### src/rtl/instr_fetch_pkg.sv
`default_nettype none
// ============================================================================
// Module   : instr_fetch_pkg
// Purpose  : Shared definitions for the instruction fetch unit: FSM state
//            encoding, the NOP instruction and the byte-assembly helper.
// Ports    : none (package)
// Revision : 1.0 - initial release
// ============================================================================
package instr_fetch_pkg;

    typedef logic [1:0] state_t;

    localparam state_t ST_IDLE     = 2'd0;
    localparam state_t ST_FETCH_HI = 2'd1;
    localparam state_t ST_FETCH_LO = 2'd2;
    localparam state_t ST_ISSUE    = 2'd3;

    // Substituted as the whole instruction when a byte fetch times out.
    localparam logic [15:0] NOP_INSTR = 16'h0000;

    // 'first' is the byte read from the fetch address, 'second' from address+1.
    function automatic logic [15:0] assemble_word(input logic [7:0] first,
                                                  input logic [7:0] second,
                                                  input logic       big_endian);
        return big_endian ? {first, second} : {second, first};
    endfunction

endpackage : instr_fetch_pkg
`default_nettype wire

### src/rtl/instr_fetch_wait_timer.sv
`default_nettype none
// ============================================================================
// Module   : wait_timer
// Purpose  : Per-byte wait counter for the fetch unit. Counts cycles spent
//            waiting for MEM_ACK and flags the cycle in which the count
//            reaches TIMEOUT without an acknowledge.
// Ports    : CLK        rising-edge clock
//            RESET_L    asynchronous active-low reset
//            i_clr      clear the count (entry into a fetch state)
//            i_run      a fetch state is active this cycle
//            i_ack      memory acknowledge this cycle
//            o_expired  count reaches TIMEOUT this cycle with no acknowledge
// Revision : 1.0 - initial release
// ============================================================================
module wait_timer #(
    parameter int TIMEOUT = 15
) (
    input  logic CLK,
    input  logic RESET_L,
    input  logic i_clr,
    input  logic i_run,
    input  logic i_ack,
    output logic o_expired
);

    localparam logic [7:0] c_limit = 8'(TIMEOUT);

    logic [7:0] r_count;
    logic [7:0] w_count_inc;

    assign w_count_inc = r_count + 8'd1;

    always_ff @(posedge CLK or negedge RESET_L) begin
        if (!RESET_L) begin
            r_count <= 8'd0;
        end else if (i_clr) begin
            r_count <= 8'd0;
        end else if (i_run && !i_ack) begin
            r_count <= w_count_inc;
        end
    end

    // An acknowledge in the limit cycle wins, so expiry is masked by i_ack.
    assign o_expired = i_run && !i_ack && (w_count_inc == c_limit);

endmodule : wait_timer
`default_nettype wire

### src/rtl/instr_fetch.sv
`default_nettype none
// ============================================================================
// Module   : instr_fetch
// Purpose  : Fetches a 16-bit instruction as two byte reads from an 8-bit
//            instruction memory and presents it to the cpu with a one-cycle
//            active-low strobe. Bytes that time out yield a NOP and set a
//            sticky fault flag.
// Ports    : CLK        rising-edge clock
//            RESET_L    asynchronous active-low reset
//            PC         program counter from cpu (sampled in IDLE only)
//            MEM_ADDR   byte address to instruction memory
//            MEM_REQ    read request, held until acknowledged or timed out
//            MEM_ACK    MEM_RDATA valid this cycle
//            MEM_RDATA  read byte
//            INSTR      assembled instruction
//            EN_L       active-low one-cycle strobe, INSTR valid
//            FAULT      sticky memory timeout flag
// Revision : 1.0 - initial release
// ============================================================================
module instr_fetch
    import instr_fetch_pkg::*;
#(
    parameter int BIG_ENDIAN = 1,
    parameter int TIMEOUT    = 15
) (
    input  logic        CLK,
    input  logic        RESET_L,
    input  logic [7:0]  PC,
    output logic [7:0]  MEM_ADDR,
    output logic        MEM_REQ,
    input  logic        MEM_ACK,
    input  logic [7:0]  MEM_RDATA,
    output logic [15:0] INSTR,
    output logic        EN_L,
    output logic        FAULT
);

    localparam logic c_big_endian = (BIG_ENDIAN != 0);

    state_t      r_state;
    logic [7:0]  r_fa;
    logic [7:0]  r_byte_first;
    logic [7:0]  r_mem_addr;
    logic        r_mem_req;
    logic [15:0] r_instr;
    logic        r_en_l;
    logic        r_fault;

    logic w_fetching;
    logic w_timer_clr;
    logic w_expired;

    assign w_fetching  = (r_state == ST_FETCH_HI) || (r_state == ST_FETCH_LO);
    // Counter restarts on every entry into a fetch state.
    assign w_timer_clr = (r_state == ST_IDLE) || ((r_state == ST_FETCH_HI) && MEM_ACK);

    wait_timer #(
        .TIMEOUT (TIMEOUT)
    ) u_wait_timer (
        .CLK       (CLK),
        .RESET_L   (RESET_L),
        .i_clr     (w_timer_clr),
        .i_run     (w_fetching),
        .i_ack     (MEM_ACK),
        .o_expired (w_expired)
    );

    always_ff @(posedge CLK or negedge RESET_L) begin
        if (!RESET_L) begin
            r_state      <= ST_IDLE;
            r_fa         <= 8'h00;
            r_byte_first <= 8'h00;
            r_mem_addr   <= 8'h00;
            r_mem_req    <= 1'b0;
            r_instr      <= NOP_INSTR;
            r_en_l       <= 1'b1;
            r_fault      <= 1'b0;
        end else begin
            r_en_l <= 1'b1;
            case (r_state)
                ST_IDLE: begin
                    // Address goes out straight from PC since FA is loaded on the same edge.
                    r_fa       <= PC;
                    r_mem_addr <= PC;
                    r_mem_req  <= 1'b1;
                    r_state    <= ST_FETCH_HI;
                end
                ST_FETCH_HI: begin
                    if (MEM_ACK) begin
                        r_byte_first <= MEM_RDATA;
                        r_mem_addr   <= r_fa + 8'd1;
                        r_state      <= ST_FETCH_LO;
                    end else if (w_expired) begin
                        r_mem_req <= 1'b0;
                        r_fault   <= 1'b1;
                        r_instr   <= NOP_INSTR;
                        r_en_l    <= 1'b0;
                        r_state   <= ST_ISSUE;
                    end
                end
                ST_FETCH_LO: begin
                    if (MEM_ACK) begin
                        r_mem_req <= 1'b0;
                        r_instr   <= assemble_word(r_byte_first, MEM_RDATA, c_big_endian);
                        r_en_l    <= 1'b0;
                        r_state   <= ST_ISSUE;
                    end else if (w_expired) begin
                        r_mem_req <= 1'b0;
                        r_fault   <= 1'b1;
                        r_instr   <= NOP_INSTR;
                        r_en_l    <= 1'b0;
                        r_state   <= ST_ISSUE;
                    end
                end
                ST_ISSUE: begin
                    r_state <= ST_IDLE;
                end
                default: begin
                    r_mem_req <= 1'b0;
                    r_state   <= ST_IDLE;
                end
            endcase
        end
    end

    assign MEM_ADDR = r_mem_addr;
    assign MEM_REQ  = r_mem_req;
    assign INSTR    = r_instr;
    assign EN_L     = r_en_l;
    assign FAULT    = r_fault;

endmodule : instr_fetch
`default_nettype wire
### config.mk
export PLATFORM = sky130hd
export DESIGN_NAME = instr_fetch
export DESIGN_NICKNAME = d
export VERILOG_FILES = /design/src/rtl/instr_fetch_pkg.sv /design/src/rtl/instr_fetch_wait_timer.sv /design/src/rtl/instr_fetch.sv
export SDC_FILE = /design/constraint.sdc
export NUM_CORES = 1
export LEC_CHECK = 0
export BUFFER_PORTS_ARGS = -buffer_cell sky130_fd_sc_hd__buf_2
export CORE_MARGIN = 10
export CORE_UTILIZATION = 54
export CTS_CLUSTER_SIZE = 16
export DETAILED_ROUTE_END_ITERATION = 7
export PLACE_DENSITY = 0.78
export SETUP_SLACK_MARGIN = 0.15
export SLEW_MARGIN = 40
export SYNTH_ARGS = -nofsm -noshare
export SYNTH_HDL_FRONTEND = slang
export SYNTH_SLANG_ARGS = --single-unit
export TNS_END_PERCENT = 1
### constraint.sdc
create_clock -name CLK -period 2.1 [get_ports CLK]
set_input_delay 0.21 -clock CLK [delete_from_list [all_inputs] [get_ports CLK]]
set_output_delay 0.21 -clock CLK [all_outputs]
set_load 0.01 [all_outputs]
# Word-level counts from Yosys, hierarchy flattened
# Index checks and enable logic that the tools add are counted.
[op_classes]
n_addsub = 2
n_eq_ne = 6
mux = 20
n_bitwise = 1
reduce_logical = 17
[ops]
columns = ["op", "count"]
rows = [
  ["2-to-1 mux 16 bit", 3],
  ["case mux 16 bit (2 select lines)", 1],
  ["2-to-1 mux 8 bit", 3],
  ["adder 8 x 1 -> 8 bit (second input constant)", 2],
  ["case mux 8 bit (2 select lines)", 1],
  ["== test 8 x 4 -> 1 bit (second input constant)", 1],
  ["case mux 2 bit (4 select lines)", 1],
  ["AND reduction 2 bit", 4],
  ["2-to-1 mux 1 bit", 6],
  ["2-to-1 mux 2 bit", 3],
  ["nonzero test 2 bit", 3],
  ["== test 2 bit (second input constant)", 2],
  ["inequality test 2 bit (second input constant)", 2],
  ["logical AND 1 bit", 3],
  ["case mux 1 bit (3 select lines)", 1],
  ["AND reduction 3 bit", 1],
  ["nonzero test 3 bit", 1],
  ["== test 2 x 1 -> 1 bit (second input constant)", 1],
  ["logical NOT 2 bit", 1],
  ["logical OR 1 bit", 2],
  ["case mux 1 bit (2 select lines)", 1],
  ["OR reduction 2 bit", 1],
  ["logical NOT 1 bit", 1],
  ["NOT 1 bit", 1],
]
[word_totals]
ff_bits = 53
in_bits = 19
output_inout_bits = 27
wordCells = 55

# Depth between registers and ports, before layout
# Gate-level depths: netlist of the first run.
[depth]
word_depth = 7
ltp_mapped = 8
ltp_nobuf = 7

# Cells and area by module
# A second synthesis of the first run with hierarchy kept.
[unflattened]
cells_unflattened = 210
area_unflattened_um2 = 2473.6
[by_module_without_submodules]
columns = ["module", "instances", "cells_each", "area_each_um2", "seq_area_each_um2"]
rows = [
  ["instr_fetch", 1, 161, 2009.4, 1127.3],
  ["wait_timer", 1, 49, 464.2, 200.2],
]

# Least setup slack after synthesis of the first run
# No wires, ideal clock.
[synth_path]
path_type = "reg2reg"
startpoint = "reg r_state[0]"
endpoint = "reg r_instr[10] (netlist: INSTR[10])"
setup_time_ns = 0.127
arrival_ns = 1.710
required_ns = 1.973
path_slack_ns = 0.263
path_stages_with_launch = 9
n_path_buf = 2
synth_period_minus_slack_ns = 1.837
path_cell_list = "dfrtp_1 > inv_1 > ha_1 > inv_1 > or3_1 > clkbuf_1 > clkbuf_1 > nand2_1 > o21ai_0"
[synth_via]
elab_chain_cells = 7
elab_cells_between_ends = 12
classes_between = "3 x eq/ne; 4 x mux; 5 x reduce/logical"
[synth_rtl]
columns = ["element", "line_no", "text"]
rows = [
  ["start, declared", "instr_fetch.sv:40", "state_t r_state;"],
  ["start signal, assigned", "instr_fetch.sv:70", "r_state <= ST_IDLE;"],
  ["start signal, assigned", "instr_fetch.sv:86", "r_state <= ST_FETCH_HI;"],
  ["start signal, assigned", "instr_fetch.sv:92", "r_state <= ST_FETCH_LO;"],
  ["== test 2 x 1 -> 1 bit or == test 2 bit (tied branches)", "instr_fetch.sv:53, instr_fetch.sv:80", ""],
  ["logical OR 1 bit", "instr_fetch.sv:53", "assign w_fetching = (r_state == ST_FETCH_HI) || (r_state == ST_FETCH_LO);"],
  ["logical AND 1 bit (2 in a row)", "instr_fetch_wait_timer.sv:44", "assign o_expired = i_run && !i_ack && (w_count_inc == c_limit);"],
  ["2-to-1 mux 16 bit", "--", ""],
  ["2-to-1 mux 16 bit (on tied branches)", "--", ""],
  ["case mux 16 bit (2 select lines)", "instr_fetch.sv:80", "case (r_state)"],
  ["end signal, assigned", "instr_fetch.sv:104", "r_instr <= assemble_word(r_byte_first, MEM_RDATA, c_big_endian);"],
  ["end, declared", "instr_fetch.sv:45", "logic [15:0] r_instr;"],
]
# Parallel ways exist; a longest one is shown, timed or not. The select of a mux whose other input is x is not followed.
# A chain may end at the register's enable or synchronous reset.

# Final worst setup path of the first run
[layout_path]
startpoint = "reg r_state[0]"
endpoint = "reg r_state[1]"
[layout_via]
elab_chain_cells = 7
elab_cells_between_ends = 11
classes_between = "3 x eq/ne; 4 x mux; 4 x reduce/logical"
[layout_rtl]
columns = ["element", "line_no"]
rows = [
  ["== test 2 x 1 -> 1 bit or == test 2 bit (tied branches)", "instr_fetch.sv:53, instr_fetch.sv:80"],
  ["logical OR 1 bit", "instr_fetch.sv:53"],
  ["logical AND 1 bit (2 in a row)", "instr_fetch_wait_timer.sv:44"],
  ["2-to-1 mux 2 bit", "--"],
  ["2-to-1 mux 2 bit (on tied branches)", "--"],
  ["case mux 2 bit (4 select lines) (*)", "instr_fetch.sv:80"],
]
# Mark *: on every way between the ends. The rest lies on a longest branch, timed or not.

==> results.ini, run 1 <==
[pwr]
combPwrFrac=0.440
p_int_w=0.00255
ir_worst_vdd_uv=706
clkPwrFrac=0.146
pwr_density_cell_nw_per_um2=1390
leakagePower_nw=1.40
seq_power_share=0.414
p_sw_w=0.00160
switching_share=0.386

[synth]
synth_area_leaders=dfrtp_1 51%, mux2_2 7.1%, nand2_1 6.7%, o21ai_0 4.3%, ha_1 3.9%
synthCells=250
yosys_warnings=0
synth.avg_cell_area_sq_um=10.1
syn-cell-area_sq_um=2530
synth.distinct_cells=36
seq_area_frac_synth=0.524
synth_top_area_frac=0.513
syn_nets=277
yosysTopAreaCell=dfrtp_1
ys_ff_latch=53

[sta]
setup_violations=0
period_share=0.889
grt_setup_unrepaired=yes
slew_headroom=0.745
fmax_ghz=0.535
skew_ns=0.0153
final.setup.tns_ns=0
worst_pin_slew_ns=0.382
drv_slew=0
holdWs_ns=0.113
hold_viol=0
fin_crit_ns=1.87

[finish]
layout.nets=329
layout-drive-gt1-share=0.297
utilization=0.671
final_cells=355
syn_to_final_growth_pct=17.7
final_cell_mix=52 x dfrtp_1, 45 x nand2_1, 45 x buf_2
diodes=0
postLayoutCellArea_sq_um=2980
layout_commonest_cell=dfrtp_1

[clock_tree]
clock_latency_ns=0.31
tritoncts=done
cts_buffer_depth=2
clock-root-buffer=clkbuf_8
cts.clk_slew.worst_paths_ns=0.10
htreeDepth=2
cts_buffers=5
clock_sinks=53

[routing]
drt_pass1_iterations=4
vias_per_cell=5.57
drtAntennaViolNets=0
wire_per_inst_microns=15.8
vias=1978
drt_iter0_markers=135
drcViolationCount=0
routed_wl_microns=5610

[place]
gp_congestion=0.837
dp_cells=342
dp_hpwl_microns=3850
io_buffers=45
dpl_cell_area_sq_um=2830

[run_status]
status=completed

[floorplan]
initial_core_util=0.570
dieArea_sq_um=7830
std_cell_rows=24
dieHeight_microns=88.5
die_w_microns=88.5
io-pin-count=46
core_sq_um=4440

[critical_path]
crit_required_ns=2.30
cp-start-kind=register
crit_chain=inv_1, ha_1, buf_4, nand2_1, nor2_2, and4b_2, o41a_1
worstPathArrival_ns=2.07
crit_buf_inv=2
slowest_delay_ns=0.41
cpMaxStageDelayCell=dfrtp_1
setup.worst_path.end_class=register
critPathMaxFanout=6
crit_family=simple AND/OR/NAND/NOR gates
cp_num_cells=7
r2r_cells=7
path_class=register to register

[global_route]
grt_antenna_before_repair=0
grt_max_degree=26
grt_usage=0.142
grt_pass1_wl_microns=8950
grt_pass1_vias=1988
gr-total-overflow=0

[flow_run]
drv_cap=0

[hold_path]
holdPathStages=3
hold_path.class=primary input to register

-- power by group through the flow --
stage / Combinational (W) / Sequential, W / Clock, W
after detailed placement: 0.00177 / 0.00174 / 0
after CTS: 0.00178 / 0.00172 / 0.000626
final: 0.00182 / 0.00172 / 0.000605
after floorplan: 0.00111 / 0.00179 / 0
after global routing: 0.00202 / 0.00178 / 0.000671
after global placement: 0.00171 / 0.00173 / 0
-- synth_stat cells --
| master | instances |
|---|---|
| clkbuf_2 | 1 |
| and4b_4 | 1 |
| dfrtp_1 | 52 |
| o41a_1 | 2 |
| xor2_1 | 5 |
| o211ai_1 | 3 |
| xnor2_2 | 1 |
| nor2_1 | 19 |
| o21ai_1 | 1 |
| mux2_2 | 16 |
| nand4_1 | 1 |
| dfstp_2 | 1 |
| nand3_1 | 7 |
| nand3_2 | 1 |
| buf_6 | 1 |
| buf_2 | 2 |
| buf_1 | 2 |
| xnor2_1 | 7 |
| a211o_1 | 1 |
| nor2b_1 | 3 |
| o21ai_0 | 22 |
| a221o_1 | 1 |
| nand2_1 | 45 |
| clkbuf_1 | 7 |
| nor3_1 | 1 |
| mux2i_1 | 4 |
| ha_1 | 8 |
| a211oi_1 | 2 |
| and3_1 | 1 |
| a22oi_1 | 5 |
| nor3b_1 | 1 |
| or3_1 | 2 |
| or2_2 | 3 |
| o31ai_1 | 1 |
| inv_1 | 6 |
| a21oi_1 | 14 |
-- tightest hold or removal path: stages --
cell	delay [ns]
buf_2	0.08
nand2_1	0.04
o21ai_0	0.06
-- path summary, 6_finish.rpt --
kind / slack (ns) / startpoint / end
worst max-delay path: 0.23 / r_state[0]$_DFF_PN0_ / r_state[1]$_DFF_PN0_
worst max register to register: 0.23 / r_state[0]$_DFF_PN0_ / r_state[1]$_DFF_PN0_
min in group asynchronous: 0.33 / RESET_L / r_byte_first[1]$_DFFE_PN0P_
max in group asynchronous: 1.13 / RESET_L / EN_L$_DFF_PN1_
worst min register to register: 0.48 / FAULT$_DFFE_PN0P_ / FAULT$_DFFE_PN0P_
worst min-delay path: 0.11 / MEM_RDATA[3] / INSTR[3]$_DFFE_PN0P_
-- registers in the layout, summed over array words and instances, names as in the netlist --
register	cells
EN_L	1
FAULT	1
INSTR	16
MEM_ADDR	8
MEM_REQ	1
r_byte_first	8
r_fa	8
r_state	2
u_wait_timer.r_count	8
-- final cells by class --
class | count | area [sq um]
fillers | 351 | 1460
flip-flops and latches | 53 | 1330
multi-input cells | 180 | 1160
repair buffers | 56 | 310
clock buffers | 6 | 82.6
well taps | 52 | 65.1
inverters | 6 | 22.5
clock inverters | 2 | 16.3
-- metal layers --
layer / global-route usage / vias to the layer above / wire [microns]
met5: 0 / - / 0
li1: - / 959 / -
met4: 0.0749 / 0 / 140
met3: 0.0331 / 11 / 416
met2: 0.236 / 63 / 2650
met1: 0.169 / 945 / 2400
-- kinds of logic after synthesis --
kind of cell | after synthesis | share of synthesized area
buffers and inverters | 19 | 0.0326
adder cells (fa/ha/maj) | 8 | 0.0395
AO/OA/AOI/OAI | 52 | 0.122
flip-flops | 53 | 0.524
multiplexers | 20 | 0.0869
AND/OR/NAND/NOR | 85 | 0.148
XOR/XNOR | 13 | 0.0479
-- metrics by stage --
step	power [W]	setup slack (ns)
after global placement	0.00345	0.322
final	0.00414	0.232
after detailed placement	0.00351	0.220
after CTS	0.00413	0.192
after global routing	0.00446	0.107
after floorplan	0.00290	0.263
-- timing repair --
action | 4_1_cts | 5_1_grt
buffers inserted | 0 | 2
gates resized for setup | 0 | 3
endpoints found under the setup margin | 0 | 20
endpoints found under the hold margin | 14 | 0
hold buffers | 1 | 0
(Power assumes the default switching activity.)
==> run 2: changes to the inputs <==
- ABC_AREA: default -> 1
- MAX_ROUTING_LAYER: default -> met4
==> results.ini, run 2 <==
[synth]
synth.most_common_cell=nand2_1
yosys_warnings=0
synth_xor_area_frac=0.0169
ys_ff_latch=53
syn_nets=325
synth_top_family_by_area=simple AND/OR/NAND/NOR gates
synth_compound_area_frac=0.104
synth-simple-area-share=0.256
synthCells=298
syn-cell-area_sq_um=2580
synth_ff_type=dfrtp_1
yosysTopAreaCell=dfrtp_1
async_flop_share=1.00
synth.avg_cell_area_sq_um=8.67
synth_edf_count=0
synth_commonest_cells=81 x nand2_1, 52 x dfrtp_1, 32 x inv_1, 28 x o21ai_0, 18 x nand3_1
synthMuxAreaShare=0
synth_top_area_frac=0.504
seq_area_frac_synth=0.514
synth_fa_ha_area_frac=0.0387
synth_area_leaders=dfrtp_1 50%, nand2_1 12%, o21ai_0 5.4%, inv_1 4.6%, nand3_2 4.3%
synth.distinct_cells=27

[finish]
diodes=0
regArea_sq_um=1330
layout-drive-gt1-share=0.289
nFillCells=388
layout_commonest_cell=nand2_1
layout.nets=382
multi_input_area_sq_um=1140
syn_to_final_growth_pct=19.5
largest_reg_flops=16
final_cell_mix=79 x nand2_1, 52 x dfrtp_1, 45 x buf_2

[global_route]
grt_pass1_vias=2135
grt_antenna_before_repair=0
grt_max_degree=28
grt_pass1_wl_microns=9560
gr-total-overflow=0
grt_usage=0.157

[pwr]
pwr_density_cell_nw_per_um2=1340
leakagePower_nw=1.58
total_power_w=0.00414
ir_worst_vdd_uv=866

[critical_path]
crit_path_start=r_state[1]$_DFF_PN0_
cp-start-kind=register
path_class=register to register
crit_required_ns=2.31
worstPathArrival_ns=2.09
r2r_slack_ns=0.23
critPathMaxFanout=8
setup.worst_path.end_class=register
reg2reg_from=r_state[1]$_DFF_PN0_
r2r_cells=11
reg2reg_to=INSTR[5]$_DFFE_PN0P_

[floorplan]
initial_core_util=0.551
core_sq_um=4690
std_cell_rows=25
dieHeight_microns=89.2
die_w_microns=89.2
io-pin-count=46
dieArea_sq_um=7950

[sta]
slew_headroom=0.680
grt_setup_unrepaired=yes
drv_slew=0
skew_ns=0.0138
fmax_ghz=0.535
worst_pin_slew_ns=0.477
fin_crit_ns=1.87
hold_viol=0
setup_violations=0
period_share=0.891
final.setup.tns_ns=0

[routing]
routed_wl_microns=5690
drcViolationCount=0
drtAntennaViolNets=0
drt_pass1_iterations=4
drt_iter0_markers=106
vias=2135
wire_per_inst_microns=13.9
vias_per_cell=5.21

[run_status]
status=completed

[clock_tree]
clock-root-buffer=clkbuf_8
clock_latency_ns=0.32
htreeDepth=2
cts_buffers=5
clock_sinks=53
cts.clk_slew.worst_paths_ns=0.10
cts_buffer_depth=2
tritoncts=done

[hold_path]
hp-start=PC[3]
holdPathStages=3
holdPathEnd=r_fa[3]$_DFFE_PN0P_
hold_path.class=primary input to register

[place]
io_buffers=45
dp_hpwl_microns=4190
gp_congestion=0.837

[flow_run]
drv_cap=0

==> run 2: cell types whose count changed after synthesis, sizes merged, moves of 5 or more <==
| cell | delta |
|---|---|
| a21oi | -10 |
| a22oi | -5 |
| clkbuf | -5 |
| inv | +29 |
| mux2 | -16 |
| nand2 | +38 |
| nand3 | +22 |
| o21ai | +16 |
| xnor2 | -8 |
==> run 2: area by class of cell <==
class	count	area share
Clock buffer	5	0.0223
Clock inverter	3	0.00729
Inverter	36	0.0458
Multi-Input combinational cell	202	0.370
Sequential cell	53	0.430
Tap cell	54	0.0219
Timing Repair Buffer	57	0.103
==> run 2: through the flow <==
stage	std cells	instance area, sq um	hold WS (ns)	worst slack (ns)	utilization
floorplan	298	2580	-0.0856	0.312	-
global placement	396	2880	0.0868	0.207	0.614
finish	410	3090	0.110	0.229	0.658
detailed placement	396	2880	0.0923	0.0986	0.614
CTS	405	2980	0.104	0.0801	0.635
global route	410	3090	0.134	0.120	0.658
==> run 2: metal layers <==
metal	vias to the layer above	global-route usage	routed length (microns)
met1	1004	0.180	2560
met2	50	0.261	2770
met4	0	0.0549	89
li1	1072	-	-
met3	9	0.0401	261
met5	-	-	0
==> run 2: cells by family after synthesis <==
group / Yosys count
buffers and inverters: 44
and+or+nand+nor: 138
AOI/OAI and AO/OA: 50
DFF: 53
adders and majority gates: 8
xor gates and xnor gates: 5
==> run 2: worst max path at each step <==
stage,endpoint,slack (ns),cells after the start
6_report,INSTR[5]$_DFFE_PN0P_,0.23,11
5_1_grt,INSTR[5]$_DFFE_PN0P_,0.12,11
4_1_cts,INSTR[5]$_DFFE_PN0P_,0.08,11
3_5_place_dp,INSTR[5]$_DFFE_PN0P_,0.1,11
3_3_place_gp,INSTR[5]$_DFFE_PN0P_,0.21,11
2_1_floorplan,INSTR[6]$_DFFE_PN0P_,0.31,12
==> run 2: power by group <==
group,switching [W],internal (W)
registers,0.000277,0.00146
logic,0.00108,0.000745
clock network,0.000343,0.000237
==> run 2: critical path: stages, from the launching register on <==
cell     delay, ns
dfrtp_1       0.40
inv_2         0.08
ha_4          0.29
inv_4         0.04
nor2_4        0.11
nand2_2       0.06
nor2_2        0.10
nand3_2       0.11
nor2_4        0.20
nand3_4       0.18
nand3_1       0.13
o21ai_1       0.07
==> run 2: repair_timing <==
action / 4_1_cts / 5_1_grt
endpoints found under the hold margin: 10 / 0
gates resized for setup: 0 / 16
pin swaps: 0 / 9
setup endpoints to repair: 17 / 21
hold buffers: 1 / 0
cloned: 0 / 1
buffers inserted: 0 / 4
==> run 3: changes to the inputs <==
- CELL_PAD_IN_SITES_DETAIL_PLACEMENT: default -> 2
- CELL_PAD_IN_SITES_GLOBAL_PLACEMENT: default -> 2
- CORE_UTILIZATION: 54 -> 33
- PLACE_DENSITY: 0.78 -> 0.79
==> results.ini, run 3 (synthesis results as in run 2) <==
[critical_path]
cpMaxStageDelayCell=dfrtp_1
reg2reg_from=r_state[0]$_DFF_PN0_
crit_path_start=r_state[0]$_DFF_PN0_
reg2reg_to=INSTR[0]$_DFFE_PN0P_
setup.worst_path.end_class=register
crit_chain=inv_1, ha_4, inv_2, nor2_4, nand2_1, nor2_2, nand3_2, nor2_4, nand3_4, nand3_1, o21ai_1
cp-start-kind=register
cp_common_cell=nor2_4
worstPathArrival_ns=2.09
r2r_slack_ns=0.22
cp_num_cells=11
r2r_cells=11
path_class=register to register
critPathMaxFanout=8
crit_required_ns=2.31
crit_family=simple AND/OR/NAND/NOR gates
slowest_delay_ns=0.38
crit_buf_inv=2
crit_path_end=INSTR[0]$_DFFE_PN0P_

[clock_tree]
clock-root-buffer=clkbuf_8
cts.clk_slew.worst_paths_ns=0.11
clock_sinks=53
tritoncts=done
cts_buffers=5
htreeDepth=2
clock_latency_ns=0.32
cts_buffer_depth=2

[global_route]
grt_max_degree=29
grt_usage=0.135
grt_pass1_vias=2525
grt_pass1_wl_microns=12500
gr-total-overflow=0
grt_antenna_before_repair=1

[routing]
wire_per_inst_microns=16.4
drtAntennaViolNets=0
vias=2253
drcViolationCount=0
drt_pass1_iterations=4
drt_iter0_markers=98
vias_per_cell=4.91
routed_wl_microns=7530

[finish]
layout.nets=382
utilization=0.406
regArea_sq_um=1330
syn_to_final_growth_pct=20.9
nFillCells=893
final_cell_mix=81 x nand2_1, 51 x dfrtp_1, 45 x buf_2
multi_input_area_sq_um=1100
largest_reg_flops=16
layout-drive-gt1-share=0.258
layout_commonest_cell=nand2_1

[place]
pre_cts_ws_ns=0.0218
dp_hpwl_microns=5550
gp_congestion=0.766
io_buffers=45

[pwr]
total_power_w=0.00424
ir_worst_vdd_uv=407
pwr_density_cell_nw_per_um2=1360
leakagePower_nw=1.57

[floorplan]
std_cell_rows=32
dieArea_sq_um=11800
die_w_microns=108
core_sq_um=7690
initial_core_util=0.336
io-pin-count=46
dieHeight_microns=108

[hold_path]
hold_path.class=primary input to register

[sta]
skew_ns=0.0135
setup_violations=0
fmax_ghz=0.531
layout_setup_ws_ns=0.218
hold_viol=0
worst_pin_slew_ns=0.689
drv_slew=0
grt_setup_unrepaired=yes
final.setup.tns_ns=0
fin_crit_ns=1.88
slew_headroom=0.541
period_share=0.896

[flow_run]
drv_cap=0

[run_status]
status=completed

[run 3: changes by cell type in the layout (fill, tap and decap cells not counted), sizes merged]
cell,delta
diode,+1
clkinv,-1
inv,+1
[run 3: timing repair]
item / CTS / global route
hold buffers: 1 / 0
setup buffers: 3 / 0
resized for setup: 2 / 2
cloned: 1 / 0
pin swaps: 3 / 1
endpoints found under the setup margin: 17 / 29
hold endpoints to repair: 26 / 0
[run 3: area by class of cell]
type / count / area share
Antenna cell: 1 / 0.000801
Clock buffer: 5 / 0.0220
Clock inverter: 3 / 0.00801
Inverter: 36 / 0.0433
Multi-Input combinational cell: 202 / 0.354
Sequential cell: 53 / 0.425
Tap cell: 102 / 0.0409
Timing Repair Buffer: 57 / 0.106
[run 3: worst register-to-register path, stage by stage, from the launching register on]
cell,delay [ns]
dfrtp_1,0.38
inv_1,0.12
ha_4,0.30
inv_2,0.06
nor2_4,0.11
nand2_1,0.07
nor2_2,0.09
nand3_2,0.11
nor2_4,0.19
nand3_4,0.17
nand3_1,0.11
o21ai_1,0.07
[run 3: worst min-delay path by stage]
stage	from	slack [ns]	to	cells after the start
floorplan	RESET_L	-0.09	FAULT$_DFFE_PN0P_	0
global placement	RESET_L	0.29	FAULT$_DFFE_PN0P_	1
detailed placement	RESET_L	0.29	FAULT$_DFFE_PN0P_	1
CTS	PC[2]	0.1	r_fa[2]$_DFFE_PN0P_	3
global route	PC[2]	0.11	r_fa[2]$_DFFE_PN0P_	3
finish	PC[2]	0.10	r_fa[2]$_DFFE_PN0P_	3
[run 3: where the power goes]
part / internal [W] / switching, W
registers: 0.00146 / 0.000269
clock network: 0.000242 / 0.000372
logic: 0.000744 / 0.00116
total: 0.00244 / 0.00180
[run 3: per-stage QoR]
stage | hold WS [ns] | cell area, sq um | instances
floorplan | -0.0856 | 2580 | 298
global placement | 0.294 | 2960 | 445
detailed placement | 0.294 | 2960 | 445
CTS | 0.0985 | 3120 | 458
global route | 0.109 | 3120 | 459
finish | 0.103 | 3120 | 459
[run 3: layer usage]
layer / global-route usage / up-vias / wire length [microns]
met1: 0.154 / 1129 / 3280
met5: - / - / 0
met4: 0.0254 / 0 / 61
met3: 0.0309 / 6 / 295
met2: 0.239 / 37 / 3890
li1: - / 1081 / -
